[src/rtl/harness_sram.sv]
// 1R1W scratch RAM: synchronous write, registered read (1-cycle latency), no reset.
module harness_sram #(
  parameter int ADDR_W = 6,
  parameter int DATA_W = 32
) (
  input  logic              clock,
  input  logic              we,
  input  logic [ADDR_W-1:0] waddr,
  input  logic [DATA_W-1:0] wdata,
  input  logic [ADDR_W-1:0] raddr,
  output logic [DATA_W-1:0] rdata
);

  logic [DATA_W-1:0] mem [2**ADDR_W];

  always_ff @(posedge clock) begin
    if (we) begin
      mem[waddr] <= wdata;
    end
    rdata <= mem[raddr];
  end

endmodule

[config.mk]
export PLATFORM = sky130hd
export DESIGN_NAME = harness_sram
export DESIGN_NICKNAME = d
export VERILOG_FILES = /design/src/rtl/harness_sram.sv
export SDC_FILE = /design/constraint.sdc
export NUM_CORES = 2
export LEC_CHECK = 0
export CELL_PAD_IN_SITES_DETAIL_PLACEMENT = 1
export CELL_PAD_IN_SITES_GLOBAL_PLACEMENT = 2
export CORE_MARGIN = 3
export CORE_UTILIZATION = 33
export DETAILED_ROUTE_END_ITERATION = 8
export PLACE_DENSITY_LB_ADDON = 0.1
export SLEW_MARGIN = 20
export SYNTH_ARGS = -nofsm -noshare
export SYNTH_HDL_FRONTEND = slang
export SYNTH_SLANG_ARGS = --single-unit
[constraint.sdc]
create_clock -name clock -period 10.35 [get_ports clock]
set_input_delay 2.07 -clock clock [delete_from_list [all_inputs] [get_ports clock]]
set_output_delay 2.07 -clock clock [all_outputs]
set_load 0.02 [all_outputs]
==> impl_metrics.py <==
metrics = {
    "yosys": {
        "ys_seq_area_frac": 0.791,
        "synth.most_common_cell": "edfxtp_1",
        "synth_top_cell_by_area": "edfxtp_1",
        "synth-seq-cells": 2080,
        "synth-edff-count": 2048,
        "syn_nets": 3370,
        "synth_area_um2": 78500,
        "synthDistinctLibCells": 34,
        "syn_inst": 3324,
        "ys.flop_type": "edfxtp_1",
        "synth_warnings": 0,
        "yosys-top-cells-count": "edfxtp_1, mux4_2, nor2_1",
        "syn_avg_cell_area_um2": 23.6,
        "synthTopCellsByArea": "edfxtp_1, mux4_2, mux2i_1",
        "yosysTopAreaCellShare": 0.783,
        "async_flop_share": 0,
    },
    "worst_setup_path": {
        "cpMostUsedCell": "mux4_2",
        "endpoint_kind": "flop",
        "start_kind": "input port",
        "max_stage_delay_ps": 660,
        "required_ps": 11010,
        "critical_path_arrival_ps": 5990,
        "cp-startpoint": "raddr[1]",
        "reg2reg_to": "rdata[27]$_DFF_P_",
        "setup.worst_path.end": "rdata[31]$_DFF_P_",
        "criticalPathCategory": "input port to flop",
        "crit_chain": "buf_8 -> buf_4 -> buf_12 -> mux4_2 -> mux4_2 -> o22ai_1 -> nor2_1",
        "r2r-start": "mem[55][27]$_DFFE_PP_",
        "crit_slowest_cell": "o22ai_1",
        "r2r.worst_path.cells": 5,
        "crit_path_max_fanout": 92,
        "rrSetupSlack_ps": 7830,
    },
    "cells_and_area": {
        "syn_to_final_growth_pct": 15.8,
        "fin_area_um2": 90900,
        "fin_cells": 6909,
        "fin_nets": 3606,
        "drive_above_1_share": 0.292,
    },
    "global_routing": {
        "grtUsageTotal": 0.194,
        "grt_pass1_wl_um": 326000,
        "grt_max_degree": 99,
        "grt_overflow": 0,
        "grt_pass1_vias": 39700,
        "antenna_found_initial": 17,
    },
    "routing": {
        "ant_nets": 0,
        "vias": 36800,
        "viasPerCell": 5.32,
        "wire_per_inst_um": 34.3,
        "wirelength_um": 237000,
        "drc": 0,
        "dr.first_iter.drc_count": 4063,
        "first_pass_iters": 5,
    },
    "floorplan": {
        "initial_utilization": 0.333,
        "die-width_um": 494,
        "num_rows": 178,
        "die-area_um2": 244000,
        "core-area_um2": 236000,
        "die_h_um": 494,
        "ios": 78,
    },
    "timing": {
        "tns_ps": 0,
        "fmax_ghz": 0.188,
        "finalSetupViolCount": 0,
        "finalClockSkew_ps": 38.7,
        "finalHoldViolations": 0,
        "timing.final.crit_share": 0.515,
        "drv_slew": 0,
        "slew_headroom": 0.127,
        "final.min_clock_period_ps": 5330,
        "grt_setup_unrepaired": "no",
        "worst_pin_slew_ps": 1310,
    },
    "power_and_ir_drop": {
        "p_comb_frac": 0.049,
        "p_int_mw": 14.2,
        "pwr_density_cell_nw_per_um2": 199,
        "p_leak_nw": 27.9,
        "clkPwrFrac": 0.432,
        "swShare": 0.216,
        "p_sw_mw": 3.91,
        "p_seq_frac": 0.518,
        "vdd_ir_drop_max_mv": 0.140,
    },
    "clocking": {
        "clock_sinks": 2080,
        "h-tree-depth": 4,
        "cts_made_buffers": 226,
        "clock_latency_ps": 860,
        "cts_tree": "done",
        "cts_resized": 0,
        "cts_hold_buf": 0,
        "cts.reportedPaths.clkPinSlew_ps": 60,
        "cts_root_buffer": "clkbuf_16",
        "clockBufferDepth": 3,
        "cts_setup_buffers": 0,
    },
    "placed_design": {
        "dp.cells": 6480,
        "dp_hpwl_um": 122000,
        "port_buffers": 77,
        "dpl_cell_area_um2": 83600,
        "gp_congestion": 0.723,
    },
    "min_path": {
        "hold_class": "flop to flop",
    },
    "run": {
        "maxCapViolations": 0,
    },
    "run_status": {
        "status": "finished clean",
    },
}
## placed cells by master, fill, tap and decap left out, drive strengths merged, types with 5 or more instances in the layout
cell and instances:
edfxtp 2048, mux4 544, clkbuf 289, buf 150, nor2 137, clkinv 108
mux2i 93, o22ai 84, a21oi 62, clkdlybuf4s50 40, dfxtp 32, o221ai 27
nand2 26, nor2b 15, bufinv 14, a22oi 12, a311oi 8, nand2b 8
nor3 7, inv 6, diode 5, nand3b 5, nand3 5, clkinvlp 5
or3b 5
## how the worst min path moves through the flow
stage	end	depth (start not counted)	from
2_1_floorplan	rdata[17]$_DFF_P_	4	mem[12][17]$_DFFE_PP_
3_3_place_gp	rdata[20]$_DFF_P_	4	mem[12][20]$_DFFE_PP_
3_5_place_dp	rdata[20]$_DFF_P_	4	mem[12][20]$_DFFE_PP_
4_1_cts	rdata[20]$_DFF_P_	4	mem[12][20]$_DFFE_PP_
5_1_grt	rdata[20]$_DFF_P_	4	mem[12][20]$_DFFE_PP_
6_report	rdata[20]$_DFF_P_	4	mem[12][20]$_DFFE_PP_
## through the flow
| step | setup slack [ps] | hold slack (ps) | utilization | power, mW |
|---|---|---|---|---|
| finish | 5020 | 749 | 0.385 | 18.1 |
| global placement | 4090 | 738 | 0.354 | 10.4 |
| detailed placement | 4050 | 744 | 0.354 | 10.5 |
| floorplan | 5120 | 663 | - | 10.0 |
| global route | 4960 | 855 | 0.385 | 18.7 |
| CTS | 5010 | 757 | 0.385 | 18.3 |
## worst max-delay path: cells and delay by family
| kind | cells | cell delay, ps |
|---|---|---|
| compound gates | 1 | 660 |
| buf+inv | 3 | 1650 |
| mux | 2 | 950 |
| simple gates | 1 | 260 |
## registers in the layout (all words and copies together), names as in the netlist
register	flops
mem	2048
rdata	32
## metal layers
layer / up-vias / track usage / share of wire
met5: - / 0 / 0.000068
met4: 2 / 0.0489 / 0.023
met3: 293 / 0.0274 / 0.046
met2: 958 / 0.319 / 0.49
met1: 20700 / 0.273 / 0.44
li1: 14800 / - / -
## final cells by class
class / count / area (um^2)
diodes: 5 / 12.5
clock buffers: 289 / 6130
clock inverters: 133 / 1060
fillers: 21900 / 145000
multi-input cells: 1062 / 16000
flip-flops and latches: 2080 / 62100
well taps: 3150 / 3940
repair buffers: 190 / 1620
## cell families after synthesis
family / Yosys count / share of synthesized area
simple gates: 223 / 0.0127
compound gates: 202 / 0.0167
buf+inv: 182 / 0.0113
mux: 637 / 0.168
flops: 2080 / 0.791
## power by group through the flow
stage               registers [mW]  logic [mW]  clock network (mW)
floorplan                     9.54       0.454                   0
global placement              9.54       0.893                   0
detailed placement            9.55       0.914                   0
CTS                           9.37       0.915                8.02
global route                  9.37       0.953                8.35
finish                        9.37       0.886                7.81
(Power assumes the default switching activity.)
